File: config.mk
export PLATFORM = sky130hd
export DESIGN_NAME = sram_like_bridge_flat
export DESIGN_NICKNAME = d
export VERILOG_FILES = /design/src/rtl/sram_like_bridge_if.sv /design/src/rtl/sram_like_bridge.sv /design/src/flat_wrapper.sv
export SDC_FILE = /design/constraint.sdc
export NUM_CORES = 1
export LEC_CHECK = 0
export BUFFER_PORTS_ARGS = -buffer_cell sky130_fd_sc_hd__buf_2
export CORE_UTILIZATION = 38
export CTS_BUF_LIST = sky130_fd_sc_hd__clkbuf_16
export DETAILED_ROUTE_END_ITERATION = 8
export GPL_ROUTABILITY_DRIVEN = 1
export GPL_TIMING_DRIVEN = 0
export PLACE_DENSITY = 0.74
export SYNTH_ARGS = -nofsm -noshare
export SYNTH_HDL_FRONTEND = slang
export SYNTH_SLANG_ARGS = --single-unit
File: constraint.sdc
create_clock -name clk -period 4.2 [get_ports clk]
set_clock_uncertainty 0.05 [all_clocks]
set_input_delay 0.63 -clock clk [delete_from_list [all_inputs] [get_ports clk]]
set_output_delay 0.63 -clock clk [all_outputs]
set_load 0.02 [all_outputs]
File: src/rtl/sram_like_bridge_if.sv
// Variable-latency sram-like bus between a CPU port bridge (master) and memory/interconnect (slave).
interface sram_like_bridge_if #(
    parameter int ADDR_W = 32,
    parameter int DATA_W = 32
);
    logic              req;
    logic              wr;
    logic [1:0]        size;
    logic [ADDR_W-1:0] addr;
    logic [DATA_W-1:0] wdata;
    logic              addr_ok;
    logic              data_ok;
    logic [DATA_W-1:0] rdata;

    modport master (
        output req, wr, size, addr, wdata,
        input  addr_ok, data_ok, rdata
    );

    modport slave (
        input  req, wr, size, addr, wdata,
        output addr_ok, data_ok, rdata
    );
endinterface

File: src/rtl/sram_like_bridge.sv
// Adapts one fixed-latency CPU memory port to the sram-like req/addr_ok/data_ok bus,
// generating the pipeline stall, holding read data across external stalls and dropping flushed accesses.
module sram_like_bridge #(
    parameter int ADDR_W   = 32,
    parameter int DATA_W   = 32,
    parameter int KSEG_MAP = 1
) (
    input  logic                clk,
    input  logic                resetn,
    input  logic                cpu_en,
    input  logic [DATA_W/8-1:0] cpu_wen,
    input  logic [1:0]          cpu_size,
    input  logic [ADDR_W-1:0]   cpu_addr,
    input  logic [DATA_W-1:0]   cpu_wdata,
    output logic [DATA_W-1:0]   cpu_rdata,
    output logic                cpu_stall,
    input  logic                ext_stall,
    input  logic                cpu_flush,
    sram_like_bridge_if.master  bus
);
    typedef enum logic [1:0] {IDLE, ADDR, DATA, DONE} state_t;

    state_t            state_q, state_d;
    logic              cancel_q, cancel_d;
    logic [DATA_W-1:0] rdata_q, rdata_d;
    logic              wr_q, wr_d;
    logic [1:0]        size_q, size_d;
    logic [ADDR_W-1:0] addr_q, addr_d;
    logic [DATA_W-1:0] wdata_q, wdata_d;
    logic [ADDR_W-1:0] phys_addr;

    // kseg0 and kseg1 both alias the low 512 MB of physical memory.
    always_comb begin
        phys_addr = cpu_addr;
        if (KSEG_MAP != 0 && cpu_addr[ADDR_W-1 -: 2] == 2'b10)
            phys_addr[ADDR_W-1 -: 3] = 3'b000;
    end

    always_comb begin
        state_d   = state_q;
        cancel_d  = cancel_q;
        rdata_d   = rdata_q;
        wr_d      = wr_q;
        size_d    = size_q;
        addr_d    = addr_q;
        wdata_d   = wdata_q;
        bus.req   = 1'b0;
        bus.wr    = wr_q;
        bus.size  = size_q;
        bus.addr  = addr_q;
        bus.wdata = wdata_q;
        cpu_stall = 1'b0;
        cpu_rdata = rdata_q;

        unique case (state_q)
            IDLE: begin
                bus.req   = cpu_en;
                bus.wr    = |cpu_wen;
                bus.size  = cpu_size;
                bus.addr  = phys_addr;
                bus.wdata = cpu_wdata;
                if (cpu_en) begin
                    wr_d      = |cpu_wen;
                    size_d    = cpu_size;
                    addr_d    = phys_addr;
                    wdata_d   = cpu_wdata;
                    cpu_stall = !cpu_flush;
                    cancel_d  = cpu_flush;
                    state_d   = bus.addr_ok ? DATA : ADDR;
                end
            end
            ADDR: begin
                // While cancelled, any cpu_en belongs to a new access that must wait.
                bus.req   = 1'b1;
                cpu_stall = cancel_q ? (cpu_en && !cpu_flush) : !cpu_flush;
                if (cpu_flush)
                    cancel_d = 1'b1;
                if (bus.addr_ok)
                    state_d = DATA;
            end
            DATA: begin
                if (bus.data_ok) begin
                    state_d  = IDLE;
                    cancel_d = 1'b0;
                    if (cancel_q || cpu_flush) begin
                        cpu_stall = cancel_q && cpu_en && !cpu_flush;
                    end else begin
                        rdata_d   = bus.rdata;
                        cpu_rdata = bus.rdata;
                        if (ext_stall)
                            state_d = DONE;
                    end
                end else begin
                    cpu_stall = cancel_q ? (cpu_en && !cpu_flush) : !cpu_flush;
                    if (cpu_flush)
                        cancel_d = 1'b1;
                end
            end
            DONE: begin
                if (!ext_stall || cpu_flush)
                    state_d = IDLE;
            end
            default: state_d = IDLE;
        endcase

        if (!resetn) begin
            bus.req   = 1'b0;
            bus.wr    = 1'b0;
            bus.size  = 2'b00;
            bus.addr  = '0;
            bus.wdata = '0;
            cpu_stall = 1'b0;
        end
    end

    always_ff @(posedge clk) begin
        if (!resetn) begin
            state_q  <= IDLE;
            cancel_q <= 1'b0;
            rdata_q  <= '0;
            wr_q     <= 1'b0;
            size_q   <= 2'b00;
            addr_q   <= '0;
            wdata_q  <= '0;
        end else begin
            state_q  <= state_d;
            cancel_q <= cancel_d;
            rdata_q  <= rdata_d;
            wr_q     <= wr_d;
            size_q   <= size_d;
            addr_q   <= addr_d;
            wdata_q  <= wdata_d;
        end
    end
endmodule

File: src/flat_wrapper.sv
// flat-port wrapper written by rule: the top's interface ports become plain ports
module sram_like_bridge_flat 
#(
    parameter int ADDR_W   = 32,
    parameter int DATA_W   = 32,
    parameter int KSEG_MAP = 1
)
  (clk, resetn, cpu_en, cpu_wen, cpu_size, cpu_addr, cpu_wdata, cpu_rdata, cpu_stall, ext_stall, cpu_flush, bus_req, bus_wr, bus_size, bus_addr, bus_wdata, bus_addr_ok, bus_data_ok, bus_rdata);
  sram_like_bridge_if #(.ADDR_W(ADDR_W), .DATA_W(DATA_W)) bus_i ();
  input  logic clk;
  input  logic resetn;
  input  logic cpu_en;
  input  logic [DATA_W/8-1:0] cpu_wen;
  input  logic [1:0] cpu_size;
  input  logic [ADDR_W-1:0] cpu_addr;
  input  logic [DATA_W-1:0] cpu_wdata;
  output logic [DATA_W-1:0] cpu_rdata;
  output logic cpu_stall;
  input  logic ext_stall;
  input  logic cpu_flush;
  output wire logic [$bits(bus_i.req)-1:0] bus_req;
  output wire logic [$bits(bus_i.wr)-1:0] bus_wr;
  output wire logic [$bits(bus_i.size)-1:0] bus_size;
  output wire logic [$bits(bus_i.addr)-1:0] bus_addr;
  output wire logic [$bits(bus_i.wdata)-1:0] bus_wdata;
  input wire logic [$bits(bus_i.addr_ok)-1:0] bus_addr_ok;
  input wire logic [$bits(bus_i.data_ok)-1:0] bus_data_ok;
  input wire logic [$bits(bus_i.rdata)-1:0] bus_rdata;
  assign bus_req = bus_i.req;
  assign bus_wr = bus_i.wr;
  assign bus_size = bus_i.size;
  assign bus_addr = bus_i.addr;
  assign bus_wdata = bus_i.wdata;
  assign bus_i.addr_ok = bus_addr_ok;
  assign bus_i.data_ok = bus_data_ok;
  assign bus_i.rdata = bus_rdata;
  sram_like_bridge #(.ADDR_W(ADDR_W), .DATA_W(DATA_W), .KSEG_MAP(KSEG_MAP)) u_core (.clk(clk), .resetn(resetn), .cpu_en(cpu_en), .cpu_wen(cpu_wen), .cpu_size(cpu_size), .cpu_addr(cpu_addr), .cpu_wdata(cpu_wdata), .cpu_rdata(cpu_rdata), .cpu_stall(cpu_stall), .ext_stall(ext_stall), .cpu_flush(cpu_flush), .bus(bus_i));
endmodule
# After elaboration in Yosys (flattened, before gate mapping)
# Index checks and enable logic that the tools add are counted.
[totals] ff_bits=102 latch_bits=0 mem_bits_rw=0 mem_bits_ro=0 inputBits=109 mem_count=0
[op_classes] addsub=0 n_mul=0 n_div=0 order_cmp=0 n_eq_ne=8 shifts=0 n_mux=32 n_bitwise=0 n_reduce_logical=13
[ops] cell="32-bit 2-to-1 mux" n=7
[ops] cell="2-bit 2-to-1 mux" n=9
[ops] cell="1-bit 2-to-1 mux" n=11
[ops] cell="2-bit case mux with 4 select lines" n=1
[ops] cell="2-bit == test, second input constant" n=3
[ops] cell="2-bit inequality test, second input constant" n=3
[ops] cell="1-bit case mux with 3 select lines" n=2
[ops] cell="2-bit AND reduction" n=2
[ops] cell="4-bit AND reduction" n=1
[ops] cell="4-bit OR reduction" n=1
[ops] cell="1-bit logical AND" n=3
[ops] cell="3-bit 2-to-1 mux" n=1
[ops] cell="3-bit nonzero test" n=1
[ops] cell="2-bit by 1-bit == test with 1-bit output, second input constant" n=1
[ops] cell="1-bit logical NOT" n=2
[ops] cell="2-bit logical NOT" n=1
[ops] cell="1-bit logical OR" n=2
[ops] cell="2-bit by 1-bit inequality test with 1-bit output, second input constant" n=1
[ops] cell="1-bit case mux with 2 select lines" n=1

# Depth between registers and ports, before layout
# Gate-level depths: netlist (run 1).
[logic_depth] word_depth=6 depth_mapped=8

# Least setup slack after synthesis (run 1)
# Ideal clock, no wire load.
[synth_path] path_kind="register to output" startpoint="register u_core.state_q[0]" endpoint="output port bus_wr" t_arrival_ns=1.783 slack_ns=1.737 stages_incl_launch_ff=8 n_path_buf=3 cell_sequence="dfxtp_1 > inv_1 > ha_1 > buf_2 > buf_4 > buf_2 > nor2_1 > a211oi_1"
[synth_between] elab_chain_len=3
[synth_lines] item="start, declared" line_no="sram_like_bridge.sv:23" text="state_t state_q, state_d;"
[synth_lines] item="start signal, assigned" line_no="sram_like_bridge.sv:126" text="state_q <= state_d;"
[synth_lines] item="2-bit logical NOT" line_no="sram_like_bridge.sv:55" text="unique case (state_q)"
[synth_lines] item="1-bit 2-to-1 mux" line_no="sram_like_bridge.sv:55"
[synth_lines] item="1-bit 2-to-1 mux" line_no="sram_like_bridge.sv:106" text="if (!resetn) begin"
[synth_lines] item="end, declared" line_no="flat_wrapper.sv:22" text="output wire logic [$bits(bus_i.wr)-1:0] bus_wr;"
# No other way between the ends.

# Final worst setup path (run 1)
# Same ends and word-level chain as after synthesis.

==> results of run 1 <==
cell usage in the layout, fill, tap and decap left out, drive strengths merged, types with 2 or more instances in the layout:
master / instances
a211oi: 4
a21oi: 70
a41oi: 2
and2: 33
buf: 229
bufinv: 2
clkbuf: 34
dfxtp: 102
ha: 5
inv: 9
mux2: 32
mux2i: 65
nand2: 134
nand2b: 2
nand3: 2
nor2: 71
nor2b: 3
o211ai: 2
o21ai: 3
worst max-delay path: stages (launching register included):
cell                       delay (ns)
sky130_fd_sc_hd__dfxtp_1         0.36
sky130_fd_sc_hd__inv_1           0.10
sky130_fd_sc_hd__ha_1            0.21
sky130_fd_sc_hd__buf_2           0.24
sky130_fd_sc_hd__buf_4           0.25
sky130_fd_sc_hd__buf_2           0.31
sky130_fd_sc_hd__nor2_1          0.08
sky130_fd_sc_hd__a211oi_1        0.21
sky130_fd_sc_hd__buf_2           0.21
power groups by stage:
stage	sequential, mW	combinational (mW)	clock [mW]
after floorplan	1.19	1.20	0
after global placement	1.20	1.64	0
after detailed placement	1.21	1.65	0
after CTS	1.19	1.66	0.895
after global routing	1.20	1.80	0.930
final	1.19	1.64	0.875
flip-flops by register name (all words and copies together), names as in the netlist:
signal	count
u_core.rdata_q	32
u_core.cancel_q	1
u_core.wr_q	1
u_core.wdata_q	32
u_core.state_q	2
u_core.addr_q	32
u_core.size_q	2
cells by family after synthesis:
logic type / Yosys count / synth area share
AND/OR/NAND/NOR: 251 / 0.213
flip-flops: 102 / 0.407
multiplexers: 97 / 0.224
AO/OA/AOI/OAI: 83 / 0.0893
buffers and inverters: 52 / 0.0539
adder cells (fa/ha/maj): 5 / 0.0125
cell usage after synthesis, drive strengths merged:
master	n
nor4bb	1
nor2	71
and2	33
nand2	134
nand3b	1
buf	20
or2b	1
ha	5
nor2b	3
nand2b	2
o211ai	2
nor4	1
o21ai	3
mux2i	65
clkbuf	25
mux2	32
a2111o	1
nand3	2
dfxtp	102
a21oi	70
nand4bb	1
and4	1
inv	7
a41oi	2
a211oi	4
a211o	1
path summary, 6_finish.rpt:
kind	start	end	slack [ns]	depth (start not counted)
max	u_core.state_q[0]	bus_wr	1.20	8
min	u_core.wdata_q[21]	u_core.wdata_q[21]	0.40	2
max reg2reg	u_core.state_q[0]	u_core.rdata_q[6]	2.18	7
min reg2reg	u_core.wdata_q[21]	u_core.wdata_q[21]	0.40	2
metal layers:
layer | track usage | vias to the layer above | wire length [um]
met5 | 0 | - | 0
met4 | 0.0608 | 0 | 151
met3 | 0.0572 | 10 | 1070
met2 | 0.328 | 177 | 6400
met1 | 0.228 | 2167 | 5950
li1 | - | 2379 | -
final cells by class:
cell class                 instances  share of cell area
multi-input combinational        436               0.411
inverter                           7             0.00399
timing repair buffer             209               0.159
tap                              172              0.0327
buffer                            45              0.0371
clock buffer                       9              0.0342
clock inverter                     6              0.0122
sequential                       102               0.310
through the flow:
step           utilization  setup slack (ns)
2_1_floorplan            -              1.74
3_3_place_gp         0.493              1.15
3_5_place_dp         0.493              1.17
4_1_cts              0.517              1.17
5_1_grt              0.517              1.02
6_report             0.517              1.20
==> reports/qor_table.md, run 1 <==
| Item | Value | Unit |
|---|---|---|
| Fraction of synthesized cell area taken by the top area cell type | 0.407 | - |
| Sequential-to-total area share from yosys stat | 0.407 | - |
| Clock sinks | 102 | - |
| Buffers inserted by post-CTS timing repair | 0 | - |
| Clock buffers created by TritonCTS | 9 | - |
| Synthesized net count | 704 | - |
| Remaining global-route overflow | 0 | - |
| Area contributors post-synth | sky130_fd_sc_hd__dfxtp_1, sky130_fd_sc_hd__mux2i_1, sky130_fd_sc_hd__nand2_1, sky130_fd_sc_hd__mux2_4, sky130_fd_sc_hd__a21oi_1 | - |
| Clock latency reported for the late side of the worst-skew pair | 0.34 | ns |
| Area Growth Syn to Fin | 31.2 | % |
| Total via count in the routed design | 4733 | - |
| Min Tclk post-route | 3.00 | ns |
| CTS-repair resized insts | 0 | - |
| Crit path DAT | 2.32 | ns |
| Worst Path Max Fanout | 10 | - |
| DIE AREA | 0.0137 | mm2 |
| Residual antenna-violating net count after detailed routing | 0 | - |
| Type of destination of the critical path | output pin | - |
| Die Height | 117 | um |
| Class of the worst hold path | register to register | - |
| Synth warnings | 0 | - |
| RSZ-0062 raised after global routing | no | - |
| Die span in x | 117 | um |
| Largest net degree at the start of global routing | 16 | - |
| Start-to-end type of the worst setup path | register to output pin | - |
| Number of fill cells | 1295 | - |
| DRC Markers | 0 | - |
| Relative contribution of sequential cells to total power | 0.321 | - |
| Leak pwr | 3.33 | nW |
| Count of input and output buffers | 209 | - |
| All-Layer GR Usage | 0.191 | - |
| CTS tree | yes | - |
| Count of placed standard cells in the final layout, fillers left out | 986 | - |
| Maximum clock insertion buffer count | 2 | - |
| Number of placed instances with taps included | 971 | - |
| Hold Buf Count CTS | 0 | - |
| Number of H-tree branching levels | 3 | - |
| Fmax | 333 | MHz |
| Yosys reg bits | 102 | - |
| Aggregate negative setup slack | 0 | ns |
| Required time of the critical path | 3.52 | ns |
| Comb power frac | 0.442 | - |
| Status | finished clean | - |
| Starting density of the core | 0.394 | - |
| Clock slew at reported path FFs | 0.07 | ns |
| Worst Tran Pin Value | 0.584 | ns |
| Combined flip-flop and latch cell area | 0.00204 | mm2 |
| Wire length per cell | 13.8 | um |
| Net Sw Frac | 0.383 | - |
| Post-synthesis instance total | 590 | - |
| Final #Nets | 924 | - |
| Multi-input logic area | 0.00270 | mm2 |
| Detailed Place HPWL | 10300 | um |
| Slew Limit Headroom | 0.611 | - |
| Number of max-slew violations in the final report | 0 | - |
| Power per cell area | 562 | mW/mm2 |
| Via-per-instance ratio | 4.80 | - |
| Standard-cell row count | 41 | - |
| Placed cell area | 0.00628 | mm2 |
| Final-layout worst hold slack | 0.403 | ns |
| Cell area after synthesis | 0.00501 | mm2 |
| Largest area contributor in the netlist | sky130_fd_sc_hd__dfxtp_1 | - |
| Crit start category | register | - |
| Worst vdd ir | 0.369 | mV |
| Ports placed on the boundary | 210 | - |
| Global-route wire length before repair | 20000 | um |
| Initial antenna violation count | 0 | - |
| Placeable core area | 0.0127 | mm2 |
| Count of antenna diodes in the layout | 0 | - |
| Number of distinct library cells after synthesis | 29 | - |
| Clock network fraction of design power | 0.236 | - |
| Net switching power | 1.42 | mW |
| Placer congestion estimate | 0.804 | - |
| Internal Dissipation | 2.28 | mW |
| Post-route clock period utilization | 0.715 | - |
| Non-Filler Cell Area, Final | 0.00658 | mm2 |
| Aggregate routed wire length | 13600 | um |
| Maximum Capacitance Violations | 0 | - |
| Via count of the first global-routing pass | 4059 | - |
| Count of endpoints failing hold in the final timing report | 0 | - |
| Cell at the root of the clock tree | sky130_fd_sc_hd__clkbuf_16 | - |
| Fraction of final layout cells with drive strength greater than 1 | 0.337 | - |
| Mean instance size in the synthesized netlist | 8.50 | um2 |
| Power, Total | 3.70 | mW |
| Iteration-0 DRC count of the detailed router | 206 | - |
| Total of endpoints with negative setup slack in the final report | 0 | - |
| Pre-antenna DRT Iters | 4 | - |
Note: power is estimated with default switching activity, not from simulation.
==> run 2: changes to the inputs <==
--- a/config.mk
+++ b/config.mk
@@ -5,13 +5,14 @@
 export SDC_FILE = /design/constraint.sdc
 export NUM_CORES = 1
 export LEC_CHECK = 0
+export ABC_AREA = 1
 export BUFFER_PORTS_ARGS = -buffer_cell sky130_fd_sc_hd__buf_2
 export CORE_UTILIZATION = 38
 export CTS_BUF_LIST = sky130_fd_sc_hd__clkbuf_16
 export DETAILED_ROUTE_END_ITERATION = 8
 export GPL_ROUTABILITY_DRIVEN = 1
 export GPL_TIMING_DRIVEN = 0
-export PLACE_DENSITY = 0.74
+export PLACE_DENSITY = 0.76
 export SYNTH_ARGS = -nofsm -noshare
 export SYNTH_HDL_FRONTEND = slang
 export SYNTH_SLANG_ARGS = --single-unit
==> constraint.sdc (replaced) <==
create_clock -name clk -period 2.69 [get_ports clk]
set_clock_uncertainty 0.05 [all_clocks]
set_input_delay 0.4035 -clock clk [delete_from_list [all_inputs] [get_ports clk]]
set_output_delay 0.4035 -clock clk [all_outputs]
set_load 0.02 [all_outputs]
==> reports/qor_table.md, run 2 <==
| Item | Value | Unit |
|---|---|---|
| Combined flip-flop and latch cell area | 0.00204 | mm2 |
| DRC Markers | 0 | - |
| Fraction of synthesized cell area taken by the top area cell type | 0.403 | - |
| DIE AREA | 0.0138 | mm2 |
| Cells along the critical path | inv_1, ha_1, buf_2, clkbuf_4, nand2_1, a21oi_1, buf_2 | - |
| Worst Tran Pin Value | 0.504 | ns |
| Area Growth Syn to Fin | 31.2 | % |
| Yosys reg bits | 102 | - |
| Aggregate negative setup slack | 0 | ns |
| Library cell appearing most often on the critical path | sky130_fd_sc_hd__buf_2 | - |
| Residual antenna-violating net count after detailed routing | 0 | - |
| Net switching power | 3.25 | mW |
| Crit Reg-Reg Startpoint | u_core.state_q[0] | - |
| Slew Limit Headroom | 0.664 | - |
| Global-route wire length before repair | 23900 | um |
| Buffers inserted by post-CTS timing repair | 0 | - |
| Sequential-to-total area share from yosys stat | 0.403 | - |
| Comb power frac | 0.519 | - |
| Worst vdd ir | 0.447 | mV |
| Post-synthesis instance total | 768 | - |
| Leak pwr | 3.60 | nW |
| Final #Nets | 1102 | - |
| RR Endpoint | u_core.wdata_q[27] | - |
| Net Sw Frac | 0.453 | - |
| Type of destination of the critical path | output pin | - |
| Clock buffers created by TritonCTS | 9 | - |
| Die Height | 117 | um |
| Number of max-slew violations in the final report | 0 | - |
| Iteration-0 DRC count of the detailed router | 414 | - |
| Most common library cell in the layout ignoring fill and taps | sky130_fd_sc_hd__buf_2 | - |
| Start-to-end type of the worst setup path | register to output pin | - |
| Worst reg-to-reg path cell count | 7 | - |
| Status | finished clean | - |
| Share of async-settable or async-resettable flops after synthesis | 0 | - |
| Synth warnings | 0 | - |
| Buffers and inverters on the worst path | 4 | - |
| Multi-input logic area | 0.00246 | mm2 |
| Fmax | 397 | MHz |
| Power, Total | 7.16 | mW |
| Crit path DAT | 2.07 | ns |
| Leading cell types in the layout, fill and taps excluded | sky130_fd_sc_hd__buf_2, sky130_fd_sc_hd__nor2_1, sky130_fd_sc_hd__nand2_1, sky130_fd_sc_hd__dfxtp_1, sky130_fd_sc_hd__inv_1 | - |
| Number of fill cells | 1349 | - |
| Crit start category | register | - |
| Area contributors post-synth | sky130_fd_sc_hd__dfxtp_1, sky130_fd_sc_hd__nor2_1, sky130_fd_sc_hd__nand2_1, sky130_fd_sc_hd__a21oi_1, sky130_fd_sc_hd__o21ai_2 | - |
| Fraction of final layout cells with drive strength greater than 1 | 0.306 | - |
| Number of synthesized flops with an enable pin | 0 | - |
| CTS tree | yes | - |
| Count of endpoints failing hold in the final timing report | 0 | - |
| Placed cell area | 0.00633 | mm2 |
| Placer congestion estimate | 0.835 | - |
| Maximum Capacitance Violations | 0 | - |
| Top flip-flop cell by instance count after synthesis | sky130_fd_sc_hd__dfxtp_1 | - |
| Clock latency reported for the late side of the worst-skew pair | 0.34 | ns |
| Ports placed on the boundary | 210 | - |
| Min Tclk post-route | 2.52 | ns |
| Aggregate routed wire length | 14600 | um |
| Detailed Place HPWL | 10700 | um |
| WHS Path Cells | 3 | - |
| Remaining global-route overflow | 0 | - |
| Die span in x | 117 | um |
| Worst-case hold path end point | u_core.rdata_q[16] | - |
| Clock network fraction of design power | 0.190 | - |
| Top cells by instance count after synthesis | sky130_fd_sc_hd__nor2_1, sky130_fd_sc_hd__nand2_1, sky130_fd_sc_hd__dfxtp_1 | - |
| Worst min-delay path startpoint | bus_rdata[16] | - |
| Regs by FF count | u_core.addr_q: 32 flops, u_core.rdata_q: 32 flops, u_core.wdata_q: 32 flops | - |
| Total via count in the routed design | 5447 | - |
| RSZ-0062 raised after global routing | no | - |
| Post-layout worst setup margin | 0.169 | ns |
| Clock slew at reported path FFs | 0.07 | ns |
| Via-per-instance ratio | 4.67 | - |
| Largest net degree at the start of global routing | 16 | - |
| Maximum cell stage delay along the critical path | 0.36 | ns |
| Required time of the critical path | 2.24 | ns |
| Number of H-tree branching levels | 3 | - |
| Via count of the first global-routing pass | 5003 | - |
| Starting density of the core | 0.395 | - |
| Total of endpoints with negative setup slack in the final report | 0 | - |
| Number of distinct library cells after synthesis | 21 | - |
| Cell at the root of the clock tree | sky130_fd_sc_hd__clkbuf_16 | - |
| Post-route clock period utilization | 0.937 | - |
| Mean instance size in the synthesized netlist | 6.59 | um2 |
| Reg-to-reg slack, setup | 0.88 | ns |
| Category of cells accounting for the largest share of critical-path delay | buffers and inverters | - |
| Worst slack at placement | 0.311 | ns |
| Internal Dissipation | 3.91 | mW |
| Count of input and output buffers | 209 | - |
| Maximum clock insertion buffer count | 2 | - |
| Standard-cell row count | 41 | - |
| Cell area after synthesis | 0.00506 | mm2 |
| Worst Path Max Fanout | 10 | - |
| Post-route core utilization | 0.518 | - |
| Pre-antenna DRT Iters | 5 | - |
| Largest area contributor in the netlist | sky130_fd_sc_hd__dfxtp_1 | - |
| Wire length per cell | 12.5 | um |
| Initial antenna violation count | 1 | - |
| Placeable core area | 0.0128 | mm2 |
| Relative contribution of sequential cells to total power | 0.291 | - |
| Non-Filler Cell Area, Final | 0.00665 | mm2 |
| Class of the worst hold path | primary input to register | - |
| Top-count cell post-synth | sky130_fd_sc_hd__nor2_1 | - |
| All-Layer GR Usage | 0.214 | - |
| Power per cell area | 1080 | mW/mm2 |
| Clock sinks | 102 | - |
| Synthesized net count | 882 | - |
| Cell with the largest stage delay on the worst path | sky130_fd_sc_hd__dfxtp_1 | - |
run 2: cell count changes in the layout (fill, tap and decap cells not counted), sizes merged, moves of 33 or more:
cell,previous run,this run
nor2,71,170
inv,9,78
mux2i,65,0
o21ai,3,107
and2,33,0
nand2,134,175
run 2: worst max-delay path by stage:
stage	startpoint	to	slack (ns)	cells after the start
after floorplan	u_core.state_q[0]	bus_wdata[14]	0.74	6
after global placement	u_core.state_q[0]	bus_wdata[21]	0.29	7
after detailed placement	u_core.state_q[0]	bus_wdata[21]	0.31	7
after CTS	u_core.state_q[0]	bus_wdata[24]	0.04	7
after global routing	u_core.state_q[0]	bus_addr[30]	0.005	7
final	u_core.state_q[0]	bus_addr[30]	0.17	7
run 2: kinds of logic after synthesis:
group / synth area share
adders and majority gates: 0.0124
DFF: 0.403
and+or+nand+nor: 0.271
buffers and inverters: 0.110
AOI/OAI and AO/OA: 0.203
run 2: layout make-up:
cell class              instances  area share
plain buffers                  52      0.0424
multi-input cells             537       0.371
diodes                          1    0.000377
well taps                     172      0.0324
repair buffers                209       0.157
clock buffers                   9      0.0339
inverters                      77      0.0435
clock inverters                 7      0.0120
flip-flops and latches        102       0.307
run 2: repair_timing:
action                                  4_1_cts  5_1_grt
hold buffers                                  0        0
endpoints found under the setup margin        9       54
resized for setup                             1       13
run 2: power groups by stage:
stage,Combinational (mW),Sequential (mW),Clock (mW)
global route,4.16,2.14,1.45
global placement,3.66,2.10,0
finish,3.71,2.09,1.36
CTS,3.71,2.08,1.38
detailed placement,3.70,2.12,0
floorplan,2.61,2.08,0
run 2: per-stage QoR:
step	hold WS (ns)	cells
3_5_place_dp	0.422	1149
4_1_cts	0.238	1165
3_3_place_gp	0.411	1149
5_1_grt	0.244	1166
6_report	0.250	1166
2_1_floorplan	0.400	768
run 2: worst min-delay path, cell delays in order:
cell,delay [ns]
sky130_fd_sc_hd__buf_2,0.08
sky130_fd_sc_hd__o21ai_2,0.06
sky130_fd_sc_hd__nor2_1,0.07
run 2: per-layer routing:
layer  vias to the layer above  GRT usage  wire length, um  share of wire
met5                         -          0                0              0
met4                         0     0.0729              305          0.021
met3                        21     0.0499              676          0.046
met2                       147      0.347             6810           0.47
met1                      2449      0.279             6780           0.47
li1                       2830          -                -              -
==> run 3: changes to the inputs <==
--- a/config.mk
+++ b/config.mk
@@ -7,6 +7,7 @@
 export LEC_CHECK = 0
 export ABC_AREA = 1
 export BUFFER_PORTS_ARGS = -buffer_cell sky130_fd_sc_hd__buf_2
+export CORE_ASPECT_RATIO = 1.75
 export CORE_UTILIZATION = 38
 export CTS_BUF_LIST = sky130_fd_sc_hd__clkbuf_16
 export DETAILED_ROUTE_END_ITERATION = 8
==> reports/qor_table.md, run 3 (synthesis gave the netlist of run 2 again) <==
| Item | Value | Unit |
|---|---|---|
| Iteration-0 DRC count of the detailed router | 166 | - |
| Fmax | 393 | MHz |
| Pre-antenna DRT Iters | 4 | - |
| Standard-cell row count | 55 | - |
| Non-Filler Cell Area, Final | 0.00662 | mm2 |
| Post-route core utilization | 0.512 | - |
| Worst reg-to-reg path cell count | 7 | - |
| CTS tree | yes | - |
| Residual antenna-violating net count after detailed routing | 0 | - |
| Post-route clock period utilization | 0.945 | - |
| Placeable core area | 0.0129 | mm2 |
| Worst Path Max Fanout | 10 | - |
| Clock buffers created by TritonCTS | 9 | - |
| Net Sw Frac | 0.467 | - |
| Area Growth Syn to Fin | 30.7 | % |
| Worst vdd ir | 0.467 | mV |
| Post-layout worst setup margin | 0.147 | ns |
| Worst slack at placement | 0.351 | ns |
| Power per cell area | 1060 | mW/mm2 |
| Fraction of final layout cells with drive strength greater than 1 | 0.309 | - |
| Total of endpoints with negative setup slack in the final report | 0 | - |
| Worst min-delay path startpoint | cpu_addr[26] | - |
| Worst-case hold path end point | u_core.addr_q[26] | - |
| Start-to-end type of the worst setup path | register to output pin | - |
| Internal Dissipation | 3.75 | mW |
| Leading cell types in the layout, fill and taps excluded | sky130_fd_sc_hd__buf_2, sky130_fd_sc_hd__nor2_1, sky130_fd_sc_hd__nand2_1, sky130_fd_sc_hd__dfxtp_1, sky130_fd_sc_hd__inv_1 | - |
| Detailed Place HPWL | 11300 | um |
| Leak pwr | 3.59 | nW |
| Placer congestion estimate | 0.853 | - |
| Clock slew at reported path FFs | 0.08 | ns |
| Type of destination of the critical path | output pin | - |
| Starting density of the core | 0.391 | - |
| Worst Tran Pin Value | 0.566 | ns |
| Class of the worst hold path | primary input to register | - |
| Highest-utilization routing layer at the global route stage | met2 | - |
| All-Layer GR Usage | 0.212 | - |
| DIE AREA | 0.0138 | mm2 |
| Met3 track utilization from global routing | 0.0374 | - |
| Cell at the root of the clock tree | sky130_fd_sc_hd__clkbuf_16 | - |
| RR Endpoint | u_core.wdata_q[16] | - |
| Reg-to-reg slack, setup | 0.90 | ns |
| Maximum clock insertion buffer count | 2 | - |
| Number of H-tree branching levels | 3 | - |
| Total via count in the routed design | 5503 | - |
| Placed cell area | 0.00632 | mm2 |
| Die span in x | 89.3 | um |
| Relative contribution of sequential cells to total power | 0.297 | - |
| Via count of the first global-routing pass | 4940 | - |
| DRC Markers | 0 | - |
| Wire length per cell | 12.7 | um |
| Min Tclk post-route | 2.54 | ns |
| Global-route wire length before repair | 22700 | um |
| Maximum Capacitance Violations | 0 | - |
| Aggregate negative setup slack | 0 | ns |
| Clock network fraction of design power | 0.178 | - |
| Number of placed instances with taps included | 1148 | - |
| Clock latency reported for the late side of the worst-skew pair | 0.34 | ns |
| Status | finished clean | - |
| Most common library cell in the layout ignoring fill and taps | sky130_fd_sc_hd__buf_2 | - |
| Via-per-instance ratio | 4.72 | - |
| RSZ-0062 raised after global routing | no | - |
| Regs by FF count | u_core.addr_q: 32 flops, u_core.rdata_q: 32 flops, u_core.wdata_q: 32 flops | - |
| Clock sinks | 102 | - |
| Comb power frac | 0.525 | - |
| Remaining global-route overflow | 0 | - |
| Count of endpoints failing hold in the final timing report | 0 | - |
| Net switching power | 3.29 | mW |
| Final #Nets | 1102 | - |
| GR met1 Demand/Resource | 0.214 | - |
| Ports placed on the boundary | 210 | - |
| Count of placed standard cells in the final layout, fillers left out | 1165 | - |
| Number of max-slew violations in the final report | 0 | - |
| Required time of the critical path | 2.24 | ns |
| Aggregate routed wire length | 14800 | um |
| Count of input and output buffers | 209 | - |
| Global routing met2 resource utilization | 0.395 | - |
| Largest net degree at the start of global routing | 19 | - |
| Crit start category | register | - |
| WHS Path Cells | 3 | - |
| Number of fill cells | 1404 | - |
| Crit path DAT | 2.09 | ns |
| Die Height | 155 | um |
| Slew Limit Headroom | 0.623 | - |
| Initial antenna violation count | 2 | - |
| Crit Reg-Reg Startpoint | u_core.state_q[0] | - |
[run 3: final cells by class]
class	instances	area (um2)	area share
Timing Repair Buffer	209	1050	0.158
Antenna cell	1	2.50	0.000378
Clock inverter	7	55.1	0.00832
Inverter	77	289	0.0437
Buffer	52	279	0.0422
Sequential cell	102	2040	0.309
Tap cell	171	214	0.0323
Multi-Input combinational cell	537	2460	0.372
Clock buffer	9	225	0.0340
[run 3: how the worst max path moves through the flow]
stage	startpoint	to	cells after the start
after floorplan	u_core.state_q[0]	bus_wdata[14]	6
after global placement	u_core.state_q[0]	bus_wdata[16]	7
after detailed placement	u_core.state_q[0]	bus_wdata[15]	7
after CTS	u_core.state_q[0]	bus_addr[18]	7
after global routing	u_core.state_q[0]	bus_wdata[16]	7
final	u_core.state_q[0]	bus_wdata[16]	7
[run 3: power groups by stage]
stage | sequential (mW) | combinational [mW] | clock, mW
floorplan | 2.08 | 2.61 | 0
global placement | 2.10 | 3.64 | 0
detailed placement | 2.12 | 3.69 | 0
CTS | 2.08 | 3.70 | 1.28
global route | 2.13 | 4.10 | 1.34
finish | 2.09 | 3.70 | 1.25
[run 3: critical path, stage by stage (launching register included)]
cell and delay, ns:
sky130_fd_sc_hd__dfxtp_1 0.42, sky130_fd_sc_hd__inv_1 0.10, sky130_fd_sc_hd__ha_1 0.27, sky130_fd_sc_hd__inv_2 0.18, sky130_fd_sc_hd__clkbuf_2 0.28, sky130_fd_sc_hd__nand2_1 0.08, sky130_fd_sc_hd__a21oi_1 0.21, sky130_fd_sc_hd__buf_2 0.21
[run 3: routing by layer]
layer / share of wire / vias to the layer above
li1: - / 2822
met1: 0.37 / 2467
met2: 0.53 / 176
met3: 0.059 / 36
met4: 0.037 / 2
met5: 0.0012 / -
[run 3: timing repair]
action                     in CTS  in global routing
setup endpoints to repair       2                 52
resized for setup               1                 11
buffers inserted                0                  0
hold buffers                    0                  0
[run 3: stage by stage]
stage          power [mW]  hold slack [ns]
2_1_floorplan        4.68            0.400
3_3_place_gp         5.74            0.409
3_5_place_dp         5.80            0.418
4_1_cts              7.06            0.246
5_1_grt              7.58            0.254
6_report             7.03            0.250
